### src/rtl/size_down_src_arb_if.sv
// rtl/size_down_src_arb_if.sv - two source pixel streams in, one arbitrated stream out
interface size_down_src_arb_if #(
  parameter int DATA_WIDTH = 16
);
  logic [DATA_WIDTH-1:0] s0_tdata_i;
  logic                  s0_tvalid_i;
  logic                  s0_sof_i;
  logic [15:0]           s0_width_i;
  logic [15:0]           s0_height_i;
  logic [DATA_WIDTH-1:0] s1_tdata_i;
  logic                  s1_tvalid_i;
  logic                  s1_sof_i;
  logic [15:0]           s1_width_i;
  logic [15:0]           s1_height_i;
  logic [DATA_WIDTH-1:0] tdata_o;
  logic                  tvalid_o;
  logic [15:0]           width_o;
  logic [15:0]           height_o;
  logic                  sel_o;
  logic                  sof_o;
  logic                  eof_o;
  logic                  err_o;

  modport master (
    output s0_tdata_i, s0_tvalid_i, s0_sof_i, s0_width_i, s0_height_i,
    output s1_tdata_i, s1_tvalid_i, s1_sof_i, s1_width_i, s1_height_i,
    input  tdata_o, tvalid_o, width_o, height_o, sel_o, sof_o, eof_o, err_o
  );

  modport slave (
    input  s0_tdata_i, s0_tvalid_i, s0_sof_i, s0_width_i, s0_height_i,
    input  s1_tdata_i, s1_tvalid_i, s1_sof_i, s1_width_i, s1_height_i,
    output tdata_o, tvalid_o, width_o, height_o, sel_o, sof_o, eof_o, err_o
  );
endinterface

### src/rtl/size_down_src_arb.sv
// rtl/size_down_src_arb.sv - frame-granular two-source arbiter in front of a downscaler
// SRC_ARB_FIXED_PRIO_EN: when defined, ties always go to source 0 instead of round-robin.
module size_down_src_arb #(
  parameter int DATA_WIDTH = 16
) (
  input  logic                 clk_i,
  input  logic                 rst_i,
  size_down_src_arb_if.slave   bus
);

  typedef enum logic {IDLE, FWD} state_t;

  state_t                state_q, state_d;
  logic                  last_q, last_d;
  logic [15:0]           col_q, col_d;
  logic [15:0]           row_q, row_d;
  logic [DATA_WIDTH-1:0] tdata_q, tdata_d;
  logic                  tvalid_q, tvalid_d;
  logic [15:0]           width_q, width_d;
  logic [15:0]           height_q, height_d;
  logic                  sel_q, sel_d;
  logic                  sof_q, sof_d;
  logic                  eof_q, eof_d;
  logic                  err_q, err_d;

  logic                  elig0, elig1, grant;
  logic                  g_valid, g_sof;
  logic [DATA_WIDTH-1:0] g_data;
  logic [15:0]           g_width, g_height;
  logic                  take, last_col;
  logic [15:0]           pos_col, pos_row, lim_w, lim_h;

  always_comb begin
    elig0 = bus.s0_tvalid_i & bus.s0_sof_i & (|bus.s0_width_i) & (|bus.s0_height_i);
    elig1 = bus.s1_tvalid_i & bus.s1_sof_i & (|bus.s1_width_i) & (|bus.s1_height_i);
`ifdef SRC_ARB_FIXED_PRIO_EN
    grant = elig1 & ~elig0;
`else
    grant = (elig0 & elig1) ? ~last_q : elig1;
`endif
  end

  always_comb begin
    g_valid  = sel_q ? bus.s1_tvalid_i : bus.s0_tvalid_i;
    g_sof    = sel_q ? bus.s1_sof_i    : bus.s0_sof_i;
    g_data   = sel_q ? bus.s1_tdata_i  : bus.s0_tdata_i;
    g_width  = sel_q ? bus.s1_width_i  : bus.s0_width_i;
    g_height = sel_q ? bus.s1_height_i : bus.s0_height_i;
  end

  always_comb begin
    state_d  = state_q;
    last_d   = last_q;
    col_d    = col_q;
    row_d    = row_q;
    tdata_d  = tdata_q;
    tvalid_d = 1'b0;
    width_d  = width_q;
    height_d = height_q;
    sel_d    = sel_q;
    sof_d    = 1'b0;
    eof_d    = 1'b0;
    err_d    = 1'b0;
    take     = 1'b0;
    last_col = 1'b0;
    pos_col  = '0;
    pos_row  = '0;
    lim_w    = width_q;
    lim_h    = height_q;

    case (state_q)
      IDLE: begin
        if (elig0 | elig1) begin
          take     = 1'b1;
          sof_d    = 1'b1;
          sel_d    = grant;
          tdata_d  = grant ? bus.s1_tdata_i  : bus.s0_tdata_i;
          width_d  = grant ? bus.s1_width_i  : bus.s0_width_i;
          height_d = grant ? bus.s1_height_i : bus.s0_height_i;
          lim_w    = width_d;
          lim_h    = height_d;
        end
      end
      FWD: begin
        if (g_valid) begin
          take    = 1'b1;
          tdata_d = g_data;
          pos_col = col_q;
          pos_row = row_q;
          // A premature sof aborts the frame and restarts it on this very pixel.
          if (g_sof) begin
            err_d    = 1'b1;
            sof_d    = 1'b1;
            width_d  = g_width;
            height_d = g_height;
            lim_w    = g_width;
            lim_h    = g_height;
            pos_col  = '0;
            pos_row  = '0;
          end
        end
      end
      default: state_d = IDLE;
    endcase

    if (take) begin
      tvalid_d = 1'b1;
      last_col = (pos_col == lim_w - 16'd1);
      if (last_col && (pos_row == lim_h - 16'd1)) begin
        eof_d   = 1'b1;
        last_d  = sel_d;
        state_d = IDLE;
        col_d   = '0;
        row_d   = '0;
      end else begin
        state_d = FWD;
        col_d   = last_col ? 16'd0 : pos_col + 16'd1;
        row_d   = last_col ? pos_row + 16'd1 : pos_row;
      end
    end
  end

  always_ff @(posedge clk_i or posedge rst_i) begin
    if (rst_i) begin
      state_q  <= IDLE;
      last_q   <= 1'b1;
      col_q    <= '0;
      row_q    <= '0;
      tdata_q  <= '0;
      tvalid_q <= 1'b0;
      width_q  <= '0;
      height_q <= '0;
      sel_q    <= 1'b0;
      sof_q    <= 1'b0;
      eof_q    <= 1'b0;
      err_q    <= 1'b0;
    end else begin
      state_q  <= state_d;
      last_q   <= last_d;
      col_q    <= col_d;
      row_q    <= row_d;
      tdata_q  <= tdata_d;
      tvalid_q <= tvalid_d;
      width_q  <= width_d;
      height_q <= height_d;
      sel_q    <= sel_d;
      sof_q    <= sof_d;
      eof_q    <= eof_d;
      err_q    <= err_d;
    end
  end

  assign bus.tdata_o  = tdata_q;
  assign bus.tvalid_o = tvalid_q;
  assign bus.width_o  = width_q;
  assign bus.height_o = height_q;
  assign bus.sel_o    = sel_q;
  assign bus.sof_o    = sof_q;
  assign bus.eof_o    = eof_q;
  assign bus.err_o    = err_q;

endmodule

### src/flat_wrapper.sv
// flat-port wrapper written by rule: the top's interface ports become plain ports
module size_down_src_arb_flat 
#(
  parameter int DATA_WIDTH = 16
)
  (clk_i, rst_i, bus_s0_tdata_i, bus_s0_tvalid_i, bus_s0_sof_i, bus_s0_width_i, bus_s0_height_i, bus_s1_tdata_i, bus_s1_tvalid_i, bus_s1_sof_i, bus_s1_width_i, bus_s1_height_i, bus_tdata_o, bus_tvalid_o, bus_width_o, bus_height_o, bus_sel_o, bus_sof_o, bus_eof_o, bus_err_o);
  size_down_src_arb_if #(.DATA_WIDTH(DATA_WIDTH)) bus_i ();
  input  logic clk_i;
  input  logic rst_i;
  input wire logic [$bits(bus_i.s0_tdata_i)-1:0] bus_s0_tdata_i;
  input wire logic [$bits(bus_i.s0_tvalid_i)-1:0] bus_s0_tvalid_i;
  input wire logic [$bits(bus_i.s0_sof_i)-1:0] bus_s0_sof_i;
  input wire logic [$bits(bus_i.s0_width_i)-1:0] bus_s0_width_i;
  input wire logic [$bits(bus_i.s0_height_i)-1:0] bus_s0_height_i;
  input wire logic [$bits(bus_i.s1_tdata_i)-1:0] bus_s1_tdata_i;
  input wire logic [$bits(bus_i.s1_tvalid_i)-1:0] bus_s1_tvalid_i;
  input wire logic [$bits(bus_i.s1_sof_i)-1:0] bus_s1_sof_i;
  input wire logic [$bits(bus_i.s1_width_i)-1:0] bus_s1_width_i;
  input wire logic [$bits(bus_i.s1_height_i)-1:0] bus_s1_height_i;
  output wire logic [$bits(bus_i.tdata_o)-1:0] bus_tdata_o;
  output wire logic [$bits(bus_i.tvalid_o)-1:0] bus_tvalid_o;
  output wire logic [$bits(bus_i.width_o)-1:0] bus_width_o;
  output wire logic [$bits(bus_i.height_o)-1:0] bus_height_o;
  output wire logic [$bits(bus_i.sel_o)-1:0] bus_sel_o;
  output wire logic [$bits(bus_i.sof_o)-1:0] bus_sof_o;
  output wire logic [$bits(bus_i.eof_o)-1:0] bus_eof_o;
  output wire logic [$bits(bus_i.err_o)-1:0] bus_err_o;
  assign bus_i.s0_tdata_i = bus_s0_tdata_i;
  assign bus_i.s0_tvalid_i = bus_s0_tvalid_i;
  assign bus_i.s0_sof_i = bus_s0_sof_i;
  assign bus_i.s0_width_i = bus_s0_width_i;
  assign bus_i.s0_height_i = bus_s0_height_i;
  assign bus_i.s1_tdata_i = bus_s1_tdata_i;
  assign bus_i.s1_tvalid_i = bus_s1_tvalid_i;
  assign bus_i.s1_sof_i = bus_s1_sof_i;
  assign bus_i.s1_width_i = bus_s1_width_i;
  assign bus_i.s1_height_i = bus_s1_height_i;
  assign bus_tdata_o = bus_i.tdata_o;
  assign bus_tvalid_o = bus_i.tvalid_o;
  assign bus_width_o = bus_i.width_o;
  assign bus_height_o = bus_i.height_o;
  assign bus_sel_o = bus_i.sel_o;
  assign bus_sof_o = bus_i.sof_o;
  assign bus_eof_o = bus_i.eof_o;
  assign bus_err_o = bus_i.err_o;
  size_down_src_arb #(.DATA_WIDTH(DATA_WIDTH)) u_core (.clk_i(clk_i), .rst_i(rst_i), .bus(bus_i));
endmodule
### config.mk
export PLATFORM = sky130hd
export DESIGN_NAME = size_down_src_arb_flat
export DESIGN_NICKNAME = d
export VERILOG_FILES = /design/src/rtl/size_down_src_arb_if.sv /design/src/rtl/size_down_src_arb.sv /design/src/flat_wrapper.sv
export SDC_FILE = /design/constraint.sdc
export NUM_CORES = 1
export LEC_CHECK = 0
export ABC_AREA = 1
export BUFFER_PORTS_ARGS = -buffer_cell sky130_fd_sc_hd__clkbuf_2
export CAP_MARGIN = 0
export CORE_MARGIN = 2
export CORE_UTILIZATION = 44
export DETAILED_ROUTE_END_ITERATION = 12
export PLACE_DENSITY = 0.68
export SLEW_MARGIN = 10
export SYNTH_ARGS = -nofsm -noshare
export SYNTH_HDL_FRONTEND = slang
export SYNTH_SLANG_ARGS = --single-unit
### constraint.sdc
create_clock -name clk_i -period 3.1 [get_ports clk_i]
set_clock_uncertainty 0.15 [all_clocks]
set_input_delay 0.31 -clock clk_i [delete_from_list [all_inputs] [get_ports clk_i]]
set_output_delay 0.31 -clock clk_i [all_outputs]
set_load 0.005 [all_outputs]
After elaboration in Yosys (flattened, before gate mapping)
Cells that the tools add are included.
{ "word_totals": {"register_bits": 87, "out_inout_bits": 53} }
{ "op_classes": {"n_addsub": 4, "eq_ne": 4, "n_mux": 43, "bitwise": 10, "reduce_logical": 7} }
{ "op_table": {"columns": ["operator", "n"], "rows": [
  ["2-to-1 mux 16 bit", 24],
  ["case mux 16 bit (2 select lines)", 3],
  ["OR reduction 16 bit", 4],
  ["adder 16 x 1 -> 16 bit, second input constant", 2],
  ["== test 16 bit", 2],
  ["subtractor 16 x 1 -> 16 bit, second input constant", 2],
  ["2-to-1 mux 1 bit", 14],
  ["AND 1 bit", 7],
  ["case mux 1 bit (2 select lines)", 2],
  ["AND reduction 2 bit", 2],
  ["!= test 2 x 1 -> 1 bit, second input constant", 1],
  ["!= test 2 bit, second input constant", 1],
  ["NOT 1 bit", 2],
  ["logical AND 1 bit", 1],
  ["bitwise OR 1 bit", 1]
]} }

Longest topological paths before layout
{ "logic_depth": {"depth_word": 13, "depth_mapped": 30, "depth_no_buf": 29} }

Worst setup path before layout
No wires, ideal clock.
{ "synth_path": {"path_kind": "register to register", "startpoint": "register u_core.sel_q, in the netlist u_core.bus.sel_o", "endpoint": "register u_core.row_q[15]", "t_arrival_ps": 2993, "required_ps": 2822, "slack_ps": -171, "stages_incl_launch_ff": 28, "n_path_buf": 2, "synth_period_minus_slack_ps": 3271, "path_cell_list": "dfrtp_1 > inv_2 > nand2_1 > nand2_4 > nand2_4 > nor2_8 > inv_6 > buf_8 > nand2_1 > nand2_1 > nand2_1 > nand2_1 > clkinv_1 > ha_1 > nand3_1 > nor2_1 > nand3_1 > nand2_1 > nand2_1 > nand2_1 > nand3_1 > nor2_1 > nand2_2 > nor2_4 > buf_2 > nand2_1 > nand3_2 > o21ai_1"} }
{ "synth_via": {"elab_chain_cells": 8, "elab_cells_between_ends": 26, "classes_between": "add/sub (3); eq/ne (2); mux (20); reduce/logical (1)"} }
{ "synth_lines": {"columns": ["element", "line_no", "source"], "rows": [
  ["from (decl)", "size_down_src_arb.sv:21", "logic sel_q, sel_d;"],
  ["from (signal assigned)", "size_down_src_arb.sv:146", "sel_q <= sel_d;"],
  ["2-to-1 mux 16 bit or 2-to-1 mux 1 bit (tied branches)", "size_down_src_arb.sv:47, size_down_src_arb.sv:45", null],
  ["2-to-1 mux 16 bit", "size_down_src_arb.sv:91", "if (g_sof) begin"],
  ["2-to-1 mux 16 bit *", "size_down_src_arb.sv:85", "if (g_valid) begin"],
  ["case mux 16 bit (2 select lines) *", "size_down_src_arb.sv:71", "case (state_q)"],
  ["via u_core.lim_w[0]", "size_down_src_arb.sv:31", "logic [15:0] pos_col, pos_row, lim_w, lim_h;"],
  ["subtractor 16 x 1 -> 16 bit *", "size_down_src_arb.sv:108", "last_col = (pos_col == lim_w - 16'd1);"],
  ["== test 16 bit *", "size_down_src_arb.sv:108", null],
  ["2-to-1 mux 16 bit or logical AND 1 bit (tied branches)", "size_down_src_arb.sv:118, size_down_src_arb.sv:109", null],
  ["2-to-1 mux 16 bit *", "size_down_src_arb.sv:109", "if (last_col && (pos_row == lim_h - 16'd1)) begin"],
  ["to (signal assigned)", "size_down_src_arb.sv:141", "row_q <= row_d;"],
  ["to (decl)", "size_down_src_arb.sv:16", "logic [15:0] row_q, row_d;"]
]} }
The timed path passes the listed nets; every way through them passes the cells marked *.
A chain may end at the register's enable or synchronous reset.

Worst setup path after layout
{ "layout_path": {"startpoint": "register u_core.sel_q, in the netlist u_core.bus.sel_o", "endpoint": "register u_core.row_q[13]"} }
{ "layout_via": {"elab_chain_cells": 8, "elab_cells_between_ends": 26, "classes_between": "add/sub (3); eq/ne (2); mux (20); reduce/logical (1)"} }
{ "layout_lines": {"columns": ["element", "line_no", "source"], "rows": [
  ["2-to-1 mux 16 bit, or another cell as far along", "size_down_src_arb.sv:47", "g_width = sel_q ? bus.s1_width_i : bus.s0_width_i;"],
  ["2-to-1 mux 16 bit", "size_down_src_arb.sv:91", null],
  ["2-to-1 mux 16 bit", "size_down_src_arb.sv:85", null],
  ["case mux 16 bit (2 select lines)", "size_down_src_arb.sv:71", null],
  ["subtractor 16 x 1 -> 16 bit (on tied branches)", "size_down_src_arb.sv:108, size_down_src_arb.sv:109", null],
  ["== test 16 bit (on tied branches)", "size_down_src_arb.sv:108, size_down_src_arb.sv:109", null],
  ["2-to-1 mux 16 bit or logical AND 1 bit (tied branches)", "size_down_src_arb.sv:118, size_down_src_arb.sv:109", null],
  ["2-to-1 mux 16 bit", "size_down_src_arb.sv:109", null]
]} }
Several ways; a longest one is shown, not always the timed one.

==> results.yml <==
grt:
  grt_antenna_before_repair: 0
  grt_util_all_layers: 0.295
  grt_overflow: 0
  grt_pass1_wl_um: 47100
  grt_start_max_net_pins: 58
  grt_pass1_vias: 9571
cells_and_area:
  post_route_cells_drive_above_1_share: 0.406
  final_cell_mix: "sky130_fd_sc_hd__nand2_1 (309), sky130_fd_sc_hd__buf_4 (259), sky130_fd_sc_hd__clkbuf_2 (154)"
  layout.nets: 1833
  fillerInstances: 1473
  most_frequent_standard_cell_in_the_layout_excluding_fill_and_tap_cells: "sky130_fd_sc_hd__nand2_1"
  antennaDiodeCount: 0
  areaGrowthSynthToFinish_pct: 52.4
power_and_ir_drop:
  power_frac_clock: 0.115
  power_switching_share: 0.477
  internal_power_component_mw: 5.65
  power_frac_seq: 0.160
  vdd_drop_max_uv: 474
  pwr-share-comb: 0.725
  p_per_area_nw_per_um2: 864
  switching_power_mw: 5.15
  cellLeakagePower_nw: 6.34
setup_path:
  required_time_at_the_endpoint_of_the_critical_path_ps: 3160
  crit_path_end_kind: "register"
  worst-endpoint-arrival_ps: 3470
  crit_path_start_kind: "register"
  path_depth_of_the_worst_reg2reg_path: 23
  worstReg2RegStart: "u_core.bus.sel_o$_DFF_PP0_"
  critPathMaxFanout: 7
  reg2reg_slack_ps: -310
  criticalPathCategory: "reg -> reg"
  rr_endpoint: "u_core.row_q[13]$_DFFE_PP0N_"
min_path:
  holdCritStartpoint: "bus_s0_tdata_i[2]"
  min-delay-path-class: "in -> reg"
  number_of_cells_on_the_worst_hold_path: 4
  worst_hold_path.endpoint: "u_core.bus.tdata_o[2]$_DFFE_PP0P_"
die:
  floorplan.core_area_um2: 18100
  floorplan.rows: 49
  initial_core_util: 0.452
  height_of_the_chip_um: 141
  ioPinCount: 155
  die_w_um: 141
  die-area_um2: 19700
synthesis:
  synth_seq_cells: 87
  synthesis.nets: 1412
  count_of_mapped_cells_out_of_synthesis: 1306
  postSynth.asyncResetShare: 1.00
  ys_types: 48
  seq_area_frac_synth: 0.266
  syn-cell-area_um2: 8200
  synth.yosys.warnings: 0
  ys.flop_type: "sky130_fd_sc_hd__dfrtp_1"
  synth_area_per_cell_um2: 6.28
  synth-edff-count: 0
place:
  place_hpwl_um: 21400
  globalplace.congestion: 0.913
  port_buffers: 154
sta:
  max_clock_freq_mhz: 293
  final_min_period_over_clock_period: 1.10
  hold_ws_ps: 223
  finalWorstSetupSlack_ps: -311
  actual_transition_at_the_worst_max_transition_pin_ps: 658
  final_max_slew_viol_count: 0
  final_setup_tns_ps: -7910
  setup_repair_after_global_routing_missed_its_margin: "yes"
  finalSetupViolations: 35
  slew_headroom: 0.561
  hold_viol: 0
  final_period_minus_worst_setup_slack_ps: 3410
detailed_routing:
  num_vias: 10200
  drt_iter0_drc: 806
  final_antenna_net_count: 0
  vias_per_cell: 5.22
  number_of_optimization_iterations_in_the_first_detailed_route_pass: 5
  post-route-drc-count: 0
  route.detailed.wl_per_inst_um: 15.4
  route.final.wire_length_um: 30200
cts:
  cts_max_level: 3
  tritoncts: "built"
  insertion_delay_ps: 360
  cts.sinks: 87
  cts_buffers: 9
  cts-root-buf: "sky130_fd_sc_hd__clkbuf_16"
  clkSlewWorstSetupHoldPaths_ps: 70
  max-clock-path-buffers: 2
run:
  count_of_max_cap_constraint_violations: 0
status:
  failing_checks: "negative setup slack"
  status: "complete, but fails checks"
-- through the flow --
step / worst slack (ps) / cells / total power [mW] / cell area (µm²) / utilization
after floorplan: -51.3 / 1306 / 5.65 / 8300 / -
after global placement: -558 / 1886 / 8.18 / 11000 / 0.604
after detailed placement: -650 / 1886 / 8.30 / 11000 / 0.604
after CTS: -175 / 1934 / 10.3 / 12000 / 0.660
after global routing: -451 / 1961 / 11.6 / 12500 / 0.689
final: -311 / 1961 / 10.8 / 12500 / 0.689
-- worst max-delay path: stages, from the launching register on --
cell and delay (ps):
sky130_fd_sc_hd__dfrtp_2 440, sky130_fd_sc_hd__buf_4 150, sky130_fd_sc_hd__nand2_4 50, sky130_fd_sc_hd__nand2_4 60, sky130_fd_sc_hd__buf_4 140, sky130_fd_sc_hd__nor2_4 130, sky130_fd_sc_hd__inv_2 80, sky130_fd_sc_hd__nor2_4 180
sky130_fd_sc_hd__clkinv_4 180, sky130_fd_sc_hd__nor2_1 160, sky130_fd_sc_hd__inv_1 100, sky130_fd_sc_hd__xor2_1 200, sky130_fd_sc_hd__inv_1 110, sky130_fd_sc_hd__nand3_1 80, sky130_fd_sc_hd__nand2_1 100, sky130_fd_sc_hd__nand2_1 70
sky130_fd_sc_hd__nor2_2 120, sky130_fd_sc_hd__nand2_2 70, sky130_fd_sc_hd__nor2_4 210, sky130_fd_sc_hd__buf_8 170, sky130_fd_sc_hd__buf_8 130, sky130_fd_sc_hd__nand2_1 50, sky130_fd_sc_hd__nand3_1 60, sky130_fd_sc_hd__o21ai_1 70
-- state kept, by name, indices dropped and copies added, names as in the netlist, 16 cells and up --
signal / count
u_core.bus.width_o: 16
u_core.row_q: 16
u_core.col_q: 16
u_core.bus.height_o: 16
u_core.bus.tdata_o: 16
-- routing by layer --
metal	global-route usage	up-vias	wire, µm
li1	-	5022	-
met1	0.404	4741	13200
met2	0.486	423	14000
met3	0.0390	58	2200
met4	0.0963	0	778
met5	0	-	0
-- how the worst max path moves through the flow --
stage                                         to  slack [ps]                        from
floorplan            u_core.row_q[8]$_DFFE_PP0N_         -50  u_core.bus.sel_o$_DFF_PP0_
detailed placement   u_core.row_q[8]$_DFFE_PP0N_        -650         bus_s0_height_i[15]
global route        u_core.row_q[10]$_DFFE_PP0N_        -450  u_core.bus.sel_o$_DFF_PP0_
finish              u_core.row_q[13]$_DFFE_PP0N_        -310  u_core.bus.sel_o$_DFF_PP0_
global placement     u_core.row_q[8]$_DFFE_PP0N_        -560         bus_s0_height_i[15]
CTS                 u_core.row_q[13]$_DFFE_PP0N_        -180  u_core.bus.sel_o$_DFF_PP0_
-- layout make-up --
| class | count | area (µm²) | area share |
|---|---|---|---|
| Timing Repair Buffer | 458 | 3350 | 0.268 |
| Clock inverter | 5 | 81.3 | 0.00651 |
| Sequential cell | 87 | 2180 | 0.174 |
| Inverter | 179 | 713 | 0.0571 |
| Clock buffer | 11 | 243 | 0.0194 |
| Multi-Input combinational cell | 989 | 5630 | 0.450 |
| Tap cell | 229 | 287 | 0.0229 |
| Timing Repair inverter | 3 | 20.0 | 0.00160 |
-- kinds of logic (layout without fill, tap and decap cells) --
family | after synthesis | in the layout | synth area share
buffers and inverters | 231 | 656 | 0.129
AO/OA/AOI/OAI | 176 | 176 | 0.126
adder cells (fa/ha/maj) | 4 | 4 | 0.00610
XOR/XNOR | 42 | 42 | 0.0449
flip-flops | 87 | 87 | 0.266
AND/OR/NAND/NOR | 766 | 767 | 0.428
-- synthesized netlist by cell type (8+ instances only) --
master	count	area share
sky130_fd_sc_hd__nand2_1	362	0.17
sky130_fd_sc_hd__inv_1	165	0.076
sky130_fd_sc_hd__nor2_1	160	0.073
sky130_fd_sc_hd__nand3_1	123	0.075
sky130_fd_sc_hd__o21ai_0	90	0.055
sky130_fd_sc_hd__dfrtp_1	86	0.26
sky130_fd_sc_hd__xor2_1	37	0.040
sky130_fd_sc_hd__nand2_2	26	0.020
sky130_fd_sc_hd__o21ai_1	25	0.015
sky130_fd_sc_hd__o21a_1	16	0.015
sky130_fd_sc_hd__o221ai_1	16	0.017
sky130_fd_sc_hd__nand3b_1	14	0.013
sky130_fd_sc_hd__nor2_2	14	0.011
sky130_fd_sc_hd__nor3_1	14	0.0085
sky130_fd_sc_hd__clkbuf_1	13	0.0060
sky130_fd_sc_hd__nand4_1	13	0.0099
sky130_fd_sc_hd__buf_2	11	0.0067
sky130_fd_sc_hd__nand3_2	10	0.012
sky130_fd_sc_hd__buf_4	9	0.0082
sky130_fd_sc_hd__o211ai_1	9	0.0082
sky130_fd_sc_hd__nand2_4	8	0.011
sky130_fd_sc_hd__nor2_4	8	0.011
-- power groups by stage --
stage	combinational, mW	clock (mW)	sequential (mW)
floorplan	3.93	0	1.72
global placement	6.45	0	1.74
detailed placement	6.56	0	1.74
CTS	7.28	1.25	1.72
global route	8.52	1.29	1.76
finish	7.83	1.24	1.73
-- timing repair --
action | in CTS | in global routing
gates cloned | 5 | 1
pin swaps | 35 | 60
endpoints found under the setup margin | 35 | 35
setup buffers | 26 | 27
endpoints found under the hold margin | 30 | 0
resized for setup | 121 | 92
hold buffers | 1 | 0
Note: power is estimated with default switching activity, not from simulation.
